`config.mk`:
```
export PLATFORM = sky130hd
export DESIGN_NAME = mix_columns_ctrl
export DESIGN_NICKNAME = d
export VERILOG_FILES = /design/src/rtl/aes_pkg.sv /design/src/rtl/mix_column_unit.sv /design/src/rtl/mix_columns_ctrl.sv
export SDC_FILE = /design/constraint.sdc
export NUM_CORES = 1
export LEC_CHECK = 0
export BUFFER_PORTS_ARGS = -buffer_cell sky130_fd_sc_hd__buf_2
export CAP_MARGIN = 10
export CORE_ASPECT_RATIO = 2
export CORE_MARGIN = 1
export CORE_UTILIZATION = 50
export CTS_CLUSTER_DIAMETER = 50
export DETAILED_ROUTE_END_ITERATION = 12
export GPL_ROUTABILITY_DRIVEN = 0
export PLACE_DENSITY = 0.88
export SLEW_MARGIN = 25
export SYNTH_ARGS = -nofsm -noshare
export SYNTH_HDL_FRONTEND = slang
export SYNTH_HIERARCHICAL = 1
export SYNTH_SLANG_ARGS = --single-unit
export TNS_END_PERCENT = 5
```
`constraint.sdc`:
```
create_clock -name clk -period 1.6 [get_ports clk]
set_input_delay 0.08 -clock clk [delete_from_list [all_inputs] [get_ports clk]]
set_output_delay 0.08 -clock clk [all_outputs]
set_load 0.05 [all_outputs]
```
`src/rtl/aes_pkg.sv`:
```
// rtl/aes_pkg.sv - shared AES types, constants, FSM encoding and the xtime helper
// Imported by mix_column_unit and mix_columns_ctrl.
package aes_pkg;

  typedef logic [127:0] aes_state_t;
  typedef logic [31:0]  aes_col_t;
  typedef logic [7:0]   aes_byte_t;

  localparam int        AES_NUM_COLS = 4;
  localparam aes_byte_t AES_POLY_LOW = 8'h1B;

  typedef enum logic [1:0] {
    IDLE = 2'd0,
    RUN  = 2'd1,
    DONE = 2'd2
  } mc_state_t;

  // Multiply by x in GF(2^8) modulo x^8+x^4+x^3+x+1.
  function automatic aes_byte_t xtime(input aes_byte_t b);
    return {b[6:0], 1'b0} ^ (b[7] ? AES_POLY_LOW : 8'h00);
  endfunction

endpackage

```
`src/rtl/mix_column_unit.sv`:
```
// rtl/mix_column_unit.sv - combinational MixColumns transform of one 32-bit column
// With INV_MIX_COLUMNS_EN defined, an inv select chooses InvMixColumns instead.
module mix_column_unit
  import aes_pkg::*;
(
  input  logic [31:0] col_in,
`ifdef INV_MIX_COLUMNS_EN
  input  logic        inv,
`endif
  output logic [31:0] col_out
);

  aes_byte_t a  [4];
  aes_byte_t x2 [4];
  aes_byte_t x3 [4];

  for (genvar i = 0; i < 4; i++) begin : g_byte
    assign a[i]  = col_in[31-8*i -: 8];
    assign x2[i] = xtime(a[i]);
    assign x3[i] = x2[i] ^ a[i];
  end

  aes_col_t fwd;
  assign fwd = {x2[0] ^ x3[1] ^ a[2]  ^ a[3],
                a[0]  ^ x2[1] ^ x3[2] ^ a[3],
                a[0]  ^ a[1]  ^ x2[2] ^ x3[3],
                x3[0] ^ a[1]  ^ a[2]  ^ x2[3]};

`ifdef INV_MIX_COLUMNS_EN
  aes_byte_t x4 [4];
  aes_byte_t x8 [4];
  aes_byte_t m9 [4];
  aes_byte_t mb [4];
  aes_byte_t md [4];
  aes_byte_t me [4];

  // Inverse coefficients built from the chained xtime outputs, no extra multipliers.
  for (genvar i = 0; i < 4; i++) begin : g_inv_byte
    assign x4[i] = xtime(x2[i]);
    assign x8[i] = xtime(x4[i]);
    assign m9[i] = x8[i] ^ a[i];
    assign mb[i] = x8[i] ^ x2[i] ^ a[i];
    assign md[i] = x8[i] ^ x4[i] ^ a[i];
    assign me[i] = x8[i] ^ x4[i] ^ x2[i];
  end

  aes_col_t rev;
  assign rev = {me[0] ^ mb[1] ^ md[2] ^ m9[3],
                m9[0] ^ me[1] ^ mb[2] ^ md[3],
                md[0] ^ m9[1] ^ me[2] ^ mb[3],
                mb[0] ^ md[1] ^ m9[2] ^ me[3]};

  assign col_out = inv ? rev : fwd;
`else
  assign col_out = fwd;
`endif

endmodule

```
`src/rtl/mix_columns_ctrl.sv`:
```
// rtl/mix_columns_ctrl.sv - iterative MixColumns sequencer, COLS_PER_CYCLE columns per clock
// Define INV_MIX_COLUMNS_EN to add the inv_mode port and the InvMixColumns path.
module mix_columns_ctrl
  import aes_pkg::*;
#(
  parameter int COLS_PER_CYCLE = 1
) (
  input  logic         clk,
  input  logic         rst,
  input  logic         in_valid,
  output logic         in_ready,
  input  logic [127:0] state_in,
`ifdef INV_MIX_COLUMNS_EN
  input  logic         inv_mode,
`endif
  output logic         out_valid,
  input  logic         out_ready,
  output logic [127:0] state_out,
  output logic         busy
);

  if (!(COLS_PER_CYCLE == 1 || COLS_PER_CYCLE == 2 || COLS_PER_CYCLE == 4)) begin : g_bad_cols
    $error("mix_columns_ctrl: COLS_PER_CYCLE must be 1, 2 or 4");
  end

  localparam logic [1:0] STEP = 2'(COLS_PER_CYCLE);
  localparam logic [1:0] LAST = 2'(AES_NUM_COLS - COLS_PER_CYCLE);

  mc_state_t  st;
  logic [1:0] col_cnt;
  aes_state_t data_q;
  aes_state_t rot_data;
  logic [32*COLS_PER_CYCLE-1:0] col_flat;
`ifdef INV_MIX_COLUMNS_EN
  logic inv_q;
`endif

  // Units always see the top columns; the register rotates left by the group each
  // cycle, so after the full pass every column is back in its original slot.
  for (genvar g = 0; g < COLS_PER_CYCLE; g++) begin : g_col
    mix_column_unit u_col (
      .col_in  (data_q[127-32*g -: 32]),
`ifdef INV_MIX_COLUMNS_EN
      .inv     (inv_q),
`endif
      .col_out (col_flat[32*(COLS_PER_CYCLE-g)-1 -: 32])
    );
  end

  if (COLS_PER_CYCLE == AES_NUM_COLS) begin : g_rot_full
    assign rot_data = col_flat;
  end else begin : g_rot_part
    assign rot_data = {data_q[127-32*COLS_PER_CYCLE:0], col_flat};
  end

  assign state_out = data_q;

  always_ff @(posedge clk) begin
    if (rst) begin
      st        <= IDLE;
      col_cnt   <= 2'd0;
      data_q    <= '0;
      in_ready  <= 1'b1;
      out_valid <= 1'b0;
      busy      <= 1'b0;
`ifdef INV_MIX_COLUMNS_EN
      inv_q     <= 1'b0;
`endif
    end else begin
      case (st)
        IDLE: begin
          if (in_valid) begin
            data_q   <= state_in;
            col_cnt  <= 2'd0;
            st       <= RUN;
            in_ready <= 1'b0;
            busy     <= 1'b1;
`ifdef INV_MIX_COLUMNS_EN
            inv_q    <= inv_mode;
`endif
          end
        end
        RUN: begin
          data_q  <= rot_data;
          col_cnt <= col_cnt + STEP;
          if (col_cnt == LAST) begin
            st        <= DONE;
            out_valid <= 1'b1;
          end
        end
        DONE: begin
          if (out_ready) begin
            st        <= IDLE;
            out_valid <= 1'b0;
            in_ready  <= 1'b1;
            busy      <= 1'b0;
          end
        end
        default: begin
          st        <= IDLE;
          in_ready  <= 1'b1;
          out_valid <= 1'b0;
          busy      <= 1'b0;
        end
      endcase
    end
  end

endmodule

```
Yosys cells after proc, flatten, opt, wreduce, memory -nomap -nowiden
Index checks and enable logic that the tools add are counted.
Widths: inputs -> output; s select.
{ "classes": {"n_addsub": 1, "multipliers": 0, "div_mod_pow": 0, "magnitude_cmp": 0, "eq_ne": 6, "shifts": 0, "n_mux": 20, "n_bitwise": 22, "reduce_logical": 6} }
{ "op_table": {"columns": ["operator", "count"], "rows": [
  ["$pmux 128 s2", 1],
  ["$xor 8x8->8", 20],
  ["$mux 128", 1],
  ["$mux 5", 4],
  ["$pmux 1 s3", 3],
  ["$reduce_and 3->1", 3],
  ["$mux 2", 4],
  ["$ne 2x2->1 const B", 3],
  ["$pmux 2 s3", 1],
  ["$mux 1", 5],
  ["$eq 2x2->1 const B", 2],
  ["$pmux 2 s2", 1],
  ["$add 2x1->2 const B", 1],
  ["$eq 2x1->1 const B", 1],
  ["$logic_not 2->1", 1],
  ["$not 1->1", 2],
  ["$reduce_and 2->1", 1],
  ["$reduce_bool 2->1", 1]
]} }
{ "word_totals": {"ff_bits": 135, "latchBits": 0, "ram_bits": 0, "romBits": 0, "inputBits": 132, "out_inout_bits": 131, "wordCells": 61, "memories": 0} }

Depth between registers and ports, before layout
Gate-level depths: netlist (run 1).
{ "depth": {"word_depth": 7, "depth_mapped": 6, "mapped_depth_nobuf": 4} }

Hierarchy
The synthesis (run 1) kept the hierarchy.
{ "by_module_without_submodules": {"columns": ["mod", "instances", "cells_each", "area_per_inst_um2", "seq_area_each_um2"], "rows": [
  ["mix_columns_ctrl", 1, 488, 5998.3, 2702.6],
  ["mix_column_unit", 1, 79, 1306.3, 0.0]
]} }

Worst setup path before layout (run 1)
OpenSTA, ideal clock, no wires.
{ "synth_path": {"path_kind": "reg2reg", "from": "register data_q[127], in the netlist state_out[127]", "to": "register data_q[7], in the netlist state_out[7]", "setup_ns": 0.118, "t_arrival_ns": 1.696, "required_ns": 1.482, "path_slack_ns": -0.214, "path_stages_with_launch": 5, "n_path_buf": 0, "period_less_slack_ns": 1.814, "path_cell_list": "dfxtp_1 xnor3_4 xor2_1 mux2i_1 o2bb2ai_1"} }
{ "synth_between": {"elab_chain_cells": 5} }
{ "synth_lines": {"columns": ["item", "line_no", "rtl"], "rows": [
  ["from (decl)", "mix_columns_ctrl.sv:31", "aes_state_t data_q;"],
  ["from (signal assigned)", "mix_columns_ctrl.sv:73", "data_q <= state_in;"],
  ["from (signal assigned)", "mix_columns_ctrl.sv:84", "data_q <= rot_data;"],
  ["$xor 8x8->8", "mix_column_unit.sv:20", "assign x3[i] = x2[i] ^ a[i];"],
  ["$xor 8x8->8 (3 in a row)", "mix_column_unit.sv:27", "x3[0] ^ a[1] ^ a[2] ^ x2[3]};"],
  ["named net col_flat[7]", "mix_columns_ctrl.sv:33", "logic [32*COLS_PER_CYCLE-1:0] col_flat;"],
  ["$pmux 128 s2", "mix_columns_ctrl.sv:70", "case (st)"]
]} }
The timed path passes the listed nets, and every way through them passes these cells.
A chain may end at the register's enable or synchronous reset.

Worst setup path after layout (run 1)
{ "layout_path": {"from": "register data_q[106], in the netlist state_out[106]", "to": "register data_q[11], in the netlist state_out[11]"} }
{ "layout_between": {"elab_chain_cells": 4} }
{ "layout_lines": {"columns": ["item", "line_no", "rtl"], "rows": [
  ["$xor 8x8->8", "aes_pkg.sv:20", "return {b[6:0], 1'b0} ^ (b[7] ? AES_POLY_LOW : 8'h00);"],
  ["$xor 8x8->8 (2 in a row)", "mix_column_unit.sv:26", "a[0] ^ a[1] ^ x2[2] ^ x3[3],"],
  ["named net col_flat[11]", "mix_columns_ctrl.sv:33", null],
  ["$pmux 128 s2", "mix_columns_ctrl.sv:70", null]
]} }
The timed path passes the listed nets, and every way through them passes these cells.

==> flow_metrics.py, run 1 <==
metrics = {
    "outcome": {
        "status": "finished, violations left",
        "violations": "setup timing",
    },
    "hold_path": {
        "min_from": "state_in[17]",
        "min_delay_path_depth": 3,
        "worstHoldEndpoint": "state_out[17]",
        "hp-class": "primary input to flop",
    },
    "drt": {
        "wl_per_cell_um": 22.5,
        "drtAntennaViolNets": 0,
        "drcViolationCount": 0,
        "routed_wirelength_um": 26500,
        "via_per_inst": 5.64,
        "drt_first_pass_iters": 5,
        "num_vias": 6636,
        "drt_iter0_markers": 456,
    },
    "sta": {
        "drv_slew": 0,
        "fmax_mhz": 605,
        "setup_tns_ns": -0.0529,
        "tightest_slew_ns": 0.478,
        "relSlewSlack_pct": 68.1,
        "worst_clock_skew_ns": 0.00680,
        "worst_slack_ns": -0.0529,
        "hold_violations": 0,
        "fin_crit_sh_pct": 103,
        "setup_violations": 1,
        "rsz0062_at_grt": "true",
        "period_minus_slack_ns": 1.65,
    },
    "synthesis": {
        "yosysSeqAreaShare_pct": 37.0,
        "synth_area_um2": 7300,
        "synth-seq-cells": 135,
        "synth.avg_cell_area_um2": 12.9,
        "yosysWarnings": 6,
        "synth_cell_types": 35,
        "synth_nets": 700,
        "syn_inst": 567,
    },
    "global_route": {
        "grt_pass1_wl_um": 39400,
        "grt-busiest-layer": "met2",
        "antenna_found_initial": 2,
        "grt_overflow_total": 0,
        "grt_max_degree": 48,
        "grt_pass1_vias": 7081,
        "use_met3_pct": 7.06,
        "use_met1_pct": 36.2,
        "grt.total_usage_pct": 35.1,
        "use_met2_pct": 61.5,
    },
    "layout": {
        "multiInputGateArea_um2": 4300,
        "fin_util_pct": 76.1,
        "seq_area_um2": 2730,
        "final_layout_size_suffix_gt1_share_pct": 44.5,
        "num-fill-cells": 924,
        "final_cells": 1176,
        "syn2layout_area_growth_pct": 48.7,
        "finalNetCount": 1102,
    },
    "pwr": {
        "power.density_nw_per_um2": 1190,
        "max-vdd-ir-drop_v": 0.000930,
        "swShare_pct": 37.2,
        "seq_power_share_pct": 32.5,
        "leakagePower_nw": 5.05,
        "power_mw": 13.0,
        "power_frac_clock_pct": 30.7,
        "combinationalPowerShare_pct": 36.8,
        "p_sw_mw": 4.83,
        "p_int_mw": 8.13,
    },
    "die": {
        "core_um2": 14300,
        "io_pins": 263,
        "dieWidth_um": 87.5,
        "rows": 62,
        "die_h_um": 173,
        "dieArea_um2": 15100,
        "start_util_pct": 51.2,
    },
    "setup_path": {
        "path_max_fanout": 6,
        "worst_ep_required_time_ns": 1.90,
        "crit_path_start": "state_out[106]",
        "endpoint_kind": "flop",
        "setup.worst_path.start_class": "flop",
        "r2r_cells": 4,
        "reg2reg_from": "state_out[106]",
        "path_class": "flop to flop",
        "r2r_end": "state_out[11]",
        "cp.arrival_ns": 1.95,
        "ff2ff_setup_slack_ns": -0.05,
    },
    "clocking": {
        "cts_buffers": 17,
        "cts_buffer_depth": 2,
        "htree_num_levels": 4,
        "clkSinkCount": 135,
        "clk_pin_slew_ns": 0.06,
        "post_cts.repair.setup_buffers": 0,
        "insertion_delay_ns": 0.42,
        "cts_tree": "yes",
        "clock-root-buffer": "clkbuf_16",
    },
    "placed_design": {
        "port_buffers": 262,
        "hpwl_um": 16600,
        "dp_slack_ns": -0.00900,
        "placed_cells": 1017,
    },
    "flow_run": {
        "max_cap_viol_count": 0,
    },
}
-- state kept, by name, indices dropped and copies added, names as in the netlist --
| name | count |
|---|---|
| busy | 1 |
| col_cnt | 2 |
| in_ready | 1 |
| out_valid | 1 |
| st | 2 |
| state_out | 128 |
-- power groups by stage --
stage / registers [mW] / logic (mW) / clock network, mW
after global routing: 4.24 / 4.94 / 4.18
after detailed placement: 4.23 / 4.34 / 0
after floorplan: 5.33 / 2.05 / 0
after CTS: 4.16 / 4.62 / 4.00
after global placement: 4.22 / 4.28 / 0
final: 4.21 / 4.76 / 3.98
-- layout make-up --
cell class              count  share of cell area (%)
flip-flops and latches    135                    25.1
well taps                 192                    2.21
multi-input cells         381                    39.6
clock inverters            13                    1.36
inverters                   1                  0.0345
diodes                      2                  0.0461
repair buffers            433                    27.5
clock buffers              19                    4.08
-- cells in the mapped netlist --
library cell  count  area, um2
dfxtp_1         135       2700
mux2i_1         103       1030
o2bb2ai_2        59        886
o2bb2ai_1        44        385
xnor3_1          32        721
a21oi_1          29        145
nand2b_1         27        169
o22ai_1          22        138
buf_2            17       85.1
buf_6            17        191
xnor2_1          17        149
xor2_1           15        131
buf_4            10       75.1
xor3_1            9        214
clkbuf_1          4       15.0
nor2_1            4       15.0
o22ai_2           3       37.5
buf_8             2       30.0
nand2_1           2       7.51
a211oi_1          1       7.51
a21o_1            1       7.51
a21oi_2           1       8.76
a22o_1            1       8.76
a2bb2oi_1         1       8.76
and2b_1           1       7.51
ha_1              1       12.5
inv_1             1       3.75
mux2_2            1       11.3
nand3b_1          1       7.51
o21bai_1          1       7.51
or2_1             1       6.26
or3b_1            1       8.76
xnor2_2           1       16.3
xnor2_4           1       27.5
xnor3_4           1       26.3
-- routing by layer --
| metal | vias to the layer above | part of all wire (%) |
|---|---|---|
| met2 | 348 | 53 |
| li1 | 2950 | - |
| met3 | 124 | 5.2 |
| met4 | 0 | 6.8 |
| met1 | 3214 | 35 |
| met5 | - | 0 |
-- how the worst max path moves through the flow --
stage	endpoint	slack, ns
floorplan	state_out[21]	-0.10
global placement	state_out[29]	0.03
detailed placement	state_out[29]	-0.009
CTS	state_out[3]	0.01
global route	state_out[11]	-0.06
finish	state_out[11]	-0.05
-- through the flow --
step | cell area [um2] | hold WS, ns
after detailed placement | 8900 | 0.366
after floorplan | 7320 | 0.262
after CTS | 10800 | 0.00694
after global routing | 10900 | 0.0218
after global placement | 8900 | 0.356
final | 10900 | 0.0230
-- cells by family (layout without fill, tap and decap cells) --
| logic type | after synthesis | in the layout | synth area share (%) |
|---|---|---|---|
| AO/OA/AOI/OAI | 163 | 163 | 22.5 |
| flip-flops | 135 | 135 | 37.0 |
| multiplexers | 104 | 104 | 14.3 |
| XOR/XNOR | 76 | 76 | 17.6 |
| buffers and inverters | 51 | 466 | 5.48 |
| AND/OR/NAND/NOR | 37 | 37 | 3.03 |
| adder cells (fa/ha/maj) | 1 | 1 | 0.171 |
| other | 0 | 2 | 0 |
-- worst max-delay path: stages, from the launching register on --
cell,delay [ns]
dfxtp_2,0.46
xnor3_1,0.51
xnor3_1,0.24
mux2i_1,0.20
o2bb2ai_1,0.11
-- repair_timing --
| action | in CTS | in global routing |
|---|---|---|
| endpoints found under the hold margin | 127 | 0 |
| endpoints found under the setup margin | 3 | 12 |
| cloned | 0 | 0 |
| hold buffers | 125 | 0 |
| gates resized for setup | 2 | 18 |
-- placed cells by master (no fill, tap or decap), drive strengths merged, types with 9 or more instances in the layout --
cell / Yosys / layout
a21oi: 30 / 30
buf: 46 / 308
clkbuf: 4 / 19
dfxtp: 135 / 135
dlygate4sd3: 0 / 125
mux2i: 103 / 103
nand2b: 27 / 27
o22ai: 25 / 25
o2bb2ai: 103 / 103
xnor2: 19 / 19
xnor3: 33 / 33
xor2: 15 / 15
xor3: 9 / 9
Power figures use the tool's default switching activity.
==> run 2, diff against run 1 <==
--- a/config.mk
+++ b/config.mk
@@ -9,11 +9,11 @@
 export CAP_MARGIN = 10
 export CORE_ASPECT_RATIO = 2
 export CORE_MARGIN = 1
-export CORE_UTILIZATION = 50
+export CORE_UTILIZATION = 46
 export CTS_CLUSTER_DIAMETER = 50
 export DETAILED_ROUTE_END_ITERATION = 12
 export GPL_ROUTABILITY_DRIVEN = 0
-export PLACE_DENSITY = 0.88
+export PLACE_DENSITY = 0.86
 export SLEW_MARGIN = 25
 export SYNTH_ARGS = -nofsm -noshare
 export SYNTH_HDL_FRONTEND = slang
==> constraint.sdc (replaced) <==
create_clock -name clk -period 1.3 [get_ports clk]
set_input_delay 0.065 -clock clk [delete_from_list [all_inputs] [get_ports clk]]
set_output_delay 0.065 -clock clk [all_outputs]
set_load 0.05 [all_outputs]
==> run 2 against run 1 <==
Net effect: sequential cell count did not move; power rose by 28%; count of clock-buffer cells in the layout rose by 5; sequential share of layout area fell by 1.2 points; routed wire length rose by 7.6%; the run still ends with setup timing left; clock skew rose by 0.0051 ns; non-clock buffer count rose by 49; first-iteration DRC count fell by 10%; cell area rose by 8.1%.
==> flow_metrics.py, run 2 (synthesized netlist as in run 1, its figures left out) <==
metrics = {
    "outcome": {
        "status": "finished, violations left",
        "violations": "setup timing",
    },
    "pwr": {
        "leakagePower_nw": 5.42,
        "max-vdd-ir-drop_v": 0.00100,
        "power_mw": 16.5,
        "power.density_nw_per_um2": 1410,
    },
    "drt": {
        "routed_wirelength_um": 28500,
        "via_per_inst": 5.64,
        "drtAntennaViolNets": 0,
        "num_vias": 6946,
        "wl_per_cell_um": 23.1,
        "drcViolationCount": 0,
        "drt_iter0_markers": 410,
        "drt_first_pass_iters": 6,
    },
    "die": {
        "core_um2": 15400,
        "start_util_pct": 47.5,
        "rows": 64,
        "dieWidth_um": 91.1,
        "die_h_um": 180,
        "io_pins": 263,
        "dieArea_um2": 16400,
    },
    "global_route": {
        "grt_pass1_wl_um": 41100,
        "grt.total_usage_pct": 33.4,
        "antenna_found_initial": 3,
        "grt_pass1_vias": 7352,
        "grt_max_degree": 37,
        "grt_overflow_total": 0,
    },
    "layout": {
        "largest_register_ffs": 128,
        "syn2layout_area_growth_pct": 60.8,
        "final_layout_size_suffix_gt1_share_pct": 51.3,
        "final_common_cell": "buf_2",
        "num-fill-cells": 933,
        "layout_common_cells": "248 x buf_2, 127 x dlygate4sd3_1, 102 x dfxtp_1",
        "finalNetCount": 1151,
        "final_cells": 1232,
    },
    "clocking": {
        "cts_buffers": 17,
        "htree_num_levels": 4,
        "insertion_delay_ns": 0.43,
        "cts_tree": "yes",
        "clkSinkCount": 135,
        "clk_pin_slew_ns": 0.06,
        "clock-root-buffer": "clkbuf_16",
        "cts_buffer_depth": 2,
    },
    "sta": {
        "rsz0062_at_grt": "true",
        "hold_violations": 0,
        "setup_violations": 54,
        "setup_tns_ns": -4.14,
        "period_minus_slack_ns": 1.55,
        "drv_slew": 0,
        "tightest_slew_ns": 0.344,
        "holdWs_ns": 0.0253,
        "fin_crit_sh_pct": 119,
        "worst_clock_skew_ns": 0.0119,
        "fmax_mhz": 646,
        "worst_slack_ns": -0.248,
        "relSlewSlack_pct": 76.4,
    },
    "setup_path": {
        "r2r_end": "state_out[17]",
        "cp.arrival_ns": 1.86,
        "setup.worst_path.start_class": "flop",
        "path_max_fanout": 4,
        "reg2reg_from": "state_out[121]",
        "ff2ff_setup_slack_ns": -0.25,
        "r2r_cells": 5,
        "worst_ep_required_time_ns": 1.61,
        "endpoint_kind": "flop",
        "path_class": "flop to flop",
    },
    "hold_path": {
        "min_delay_path_depth": 3,
        "min_from": "rst",
        "worstHoldEndpoint": "busy",
        "hp-class": "primary input to flop",
    },
    "placed_design": {
        "hpwl_um": 18000,
        "dp_slack_ns": -0.200,
        "placed_cells": 1068,
        "port_buffers": 262,
    },
    "flow_run": {
        "max_cap_viol_count": 0,
    },
}
-- run 2: cell types whose count changed in the layout (fill, tap and decap cells not counted), sizes merged --
cell	change
buf	+40
clkbuf	+12
diode	+1
inv	+1
bufinv	-2
clkinvlp	-2
dlygate4sd3	+2
clkinv	-2
-- run 2: timing repair --
action / CTS / global route
hold buffers: 127 / 0
buffers inserted: 2 / 1
endpoints found under the hold margin: 129 / 0
setup endpoints to repair: 96 / 90
gates cloned: 0 / 0
pin swaps: 15 / 10
gates resized for setup: 43 / 38
-- run 2: layer usage --
| metal | GRT usage (%) | vias up | wire [um] |
|---|---|---|---|
| met3 | 6.16 | 131 | 1580 |
| met5 | 0 | - | 0 |
| met1 | 33.6 | 3349 | 9950 |
| li1 | - | 3062 | - |
| met2 | 60.6 | 404 | 15000 |
| met4 | 23.5 | 0 | 1950 |
-- run 2: layout make-up --
cell class	instances	area (um2)	area share [%]
Multi-Input combinational cell	381	4540	38.7
Timing Repair Buffer	482	3540	30.1
Sequential cell	135	2810	23.9
Clock buffer	24	546	4.64
Tap cell	198	248	2.11
Clock inverter	8	53.8	0.458
Antenna cell	3	7.51	0.0639
Inverter	1	3.75	0.0319
-- run 2: through the flow --
stage,instance area [um2],util [%]
global placement,9430,61.4
global route,11700,76.4
finish,11700,76.4
detailed placement,9430,61.4
CTS,11500,75.0
floorplan,7450,-
-- run 2: critical path: stages, from the launching register on --
cell	delay, ns
dfxtp_4	0.37
xnor2_2	0.15
buf_4	0.15
xnor3_1	0.44
mux2i_1	0.22
o2bb2ai_1	0.10
-- run 2: worst max path at each step --
stage	from	endpoint	slack, ns	cells past startpoint
final	state_out[121]	state_out[17]	-0.25	5
after global routing	state_out[127]	state_out[25]	-0.30	5
after CTS	state_out[119]	state_out[17]	-0.22	4
after detailed placement	state_out[97]	state_out[17]	-0.20	5
after global placement	state_out[111]	state_out[17]	-0.19	4
after floorplan	state_out[111]	state_out[11]	-0.14	5
-- run 2: where the power goes --
group	switching (mW)	total, mW	internal (mW)
clock network	1.97	4.91	2.94
registers	0.621	5.22	4.60
logic	3.51	6.42	2.92
==> run 3, diff against run 2 <==
--- a/config.mk
+++ b/config.mk
@@ -14,9 +14,10 @@
 export DETAILED_ROUTE_END_ITERATION = 12
 export GPL_ROUTABILITY_DRIVEN = 0
 export PLACE_DENSITY = 0.86
+export REMOVE_ABC_BUFFERS = 1
 export SLEW_MARGIN = 25
 export SYNTH_ARGS = -nofsm -noshare
 export SYNTH_HDL_FRONTEND = slang
 export SYNTH_HIERARCHICAL = 1
 export SYNTH_SLANG_ARGS = --single-unit
-export TNS_END_PERCENT = 5
+export TNS_END_PERCENT = 100
==> run 3 against run 2 <==
Net effect: final cell count increased by 4.2%; utilization is 13 points higher; critical endpoint is now state_out[4]; critical path depth rose by 1; the flow still finishes with violations (setup timing); power up 13%.
==> flow_metrics.py, run 3 (synthesized netlist as in run 1, its figures left out) <==
metrics = {
    "sta": {
        "rsz0062_at_grt": "true",
        "worst_clock_skew_ns": 0.0126,
        "setup_tns_ns": -19.48,
        "fmax_mhz": 553,
        "period_minus_slack_ns": 1.81,
        "relSlewSlack_pct": 71.2,
        "tightest_slew_ns": 0.420,
        "fin_crit_sh_pct": 139,
        "worst_slack_ns": -0.509,
        "hold_violations": 0,
        "setup_violations": 143,
        "drv_slew": 0,
    },
    "setup_path": {
        "critPathTopFamily": "XOR/XNOR gates",
        "path_class": "flop to flop",
        "crit_chain": "buf_6 -> buf_6 -> xor3_1 -> xnor3_1 -> mux2i_1 -> o2bb2ai_1",
        "r2r_cells": 6,
        "r2r_end": "state_out[4]",
        "path_max_fanout": 3,
        "critPathBufInv": 2,
        "worst_ep_required_time_ns": 1.61,
        "ff2ff_setup_slack_ns": -0.51,
        "cp.arrival_ns": 2.12,
        "crit_end": "state_out[4]",
        "setup.worst_path.start_class": "flop",
        "worst-path-stages": 6,
        "reg2reg_from": "state_out[123]",
        "cp_slowest_stage_delay_ns": 0.38,
        "path_common_cell": "buf_6",
        "crit_slowest_cell": "xor3_1",
        "crit_path_start": "state_out[123]",
        "endpoint_kind": "flop",
    },
    "global_route": {
        "grt_pass1_wl_um": 44300,
        "grt_overflow_total": 0,
        "grt_max_degree": 35,
        "grt.total_usage_pct": 36.1,
        "antenna_found_initial": 2,
        "grt_pass1_vias": 7824,
    },
    "pwr": {
        "max-vdd-ir-drop_v": 0.00138,
        "power_mw": 18.7,
        "power.density_nw_per_um2": 1360,
        "leakagePower_nw": 6.11,
    },
    "die": {
        "rows": 64,
        "io_pins": 263,
        "dieArea_um2": 16400,
        "core_um2": 15400,
        "start_util_pct": 47.5,
        "die_h_um": 180,
        "dieWidth_um": 91.1,
    },
    "drt": {
        "dr_wl_met2_um": 18800,
        "routed.top_layer": "met4",
        "wl_met1_um": 12700,
        "drt_iter0_markers": 557,
        "drtAntennaViolNets": 0,
        "via_per_inst": 6.11,
        "num_vias": 7844,
        "drt_first_pass_iters": 6,
        "routed_wirelength_um": 37500,
        "wl_per_cell_um": 29.2,
        "drcViolationCount": 0,
        "wl_met3_um": 2770,
    },
    "clocking": {
        "clock-root-buffer": "clkbuf_16",
        "insertion_delay_ns": 0.45,
        "cts_tree": "yes",
        "cts_buffer_depth": 2,
        "clkSinkCount": 135,
        "htree_num_levels": 4,
        "cts_buffers": 17,
        "clk_pin_slew_ns": 0.07,
    },
    "placed_design": {
        "hpwl_um": 15600,
        "placed_cells": 1061,
        "dp_slack_ns": -0.313,
        "placed_cell_area_um2": 9230,
        "port_buffers": 262,
    },
    "layout": {
        "finish.instance_area_um2": 13800,
        "finalNetCount": 1204,
        "final_cells": 1284,
        "final_common_cell": "buf_2",
        "syn2layout_area_growth_pct": 88.4,
        "largest_register_ffs": 128,
        "layout_common_cells": "226 x buf_2, 128 x dlygate4sd3_1, 100 x dfxtp_1",
        "final_layout_size_suffix_gt1_share_pct": 59.3,
    },
    "outcome": {
        "status": "finished, violations left",
        "violations": "setup timing",
    },
    "flow_run": {
        "max_cap_viol_count": 0,
    },
    "hold_path": {
        "hp-class": "primary input to flop",
    },
}
-- run 3: per-layer routing --
layer  track usage [%]  vias to the layer above
met1              36.2                     3829
met3              7.97                      238
met5                 0                        -
li1                  -                     3166
met2              65.1                      611
met4              25.0                        0
-- run 3: power by group --
group | internal (mW) | total [mW] | switching, mW | leakage [nW]
Combinational | 3.62 | 7.77 | 4.15 | 4.67
Clock | 3.42 | 5.61 | 2.18 | 0.303
Sequential | 4.60 | 5.30 | 0.702 | 1.13
Total | 11.6 | 18.7 | 7.03 | 6.11
-- run 3: worst min path at each step --
stage                 startpoint       endpoint  slack [ns]  cells past startpoint
floorplan                    rst           busy        0.13                      1
finish              state_in[20]  state_out[20]        0.03                      3
global placement     state_in[9]   state_out[9]        0.34                      3
detailed placement  state_in[42]  state_out[42]        0.35                      3
CTS                 state_in[20]  state_out[20]       0.005                      3
global route        state_in[20]  state_out[20]        0.03                      3
-- run 3: cell type report --
type,count,area (um2)
Antenna cell,2,5.00
Multi-Input combinational cell,385,5380
Tap cell,198,248
Fill cell,589,1610
Timing Repair Buffer,531,4680
Inverter,1,3.75
Clock inverter,14,224
Clock buffer,18,429
Sequential cell,135,2800
-- run 3: worst register-to-register path: cells and delay by family (launching register included) --
kind                   cells  cell delay, ns
XOR/XNOR                   2            0.63
flip-flops                 1            0.34
multiplexers               1            0.32
AO/OA/AOI/OAI              1            0.15
buffers and inverters      2            0.23
-- run 3: per-stage QoR --
| stage | util [%] | hold WS, ns |
|---|---|---|
| final | 89.5 | 0.0293 |
| after global routing | 89.5 | 0.0270 |
| after CTS | 79.9 | 0.00456 |
| after detailed placement | 60.0 | 0.350 |
| after global placement | 60.0 | 0.340 |
| after floorplan | - | 0.134 |
-- run 3: timing repair --
item / CTS / global route
gates cloned: 15 / 17
endpoints found under the hold margin: 130 / 0
setup buffers: 17 / 14
pin swaps: 24 / 34
hold buffers: 128 / 0
gates resized for setup: 160 / 189
setup endpoints to repair: 152 / 147
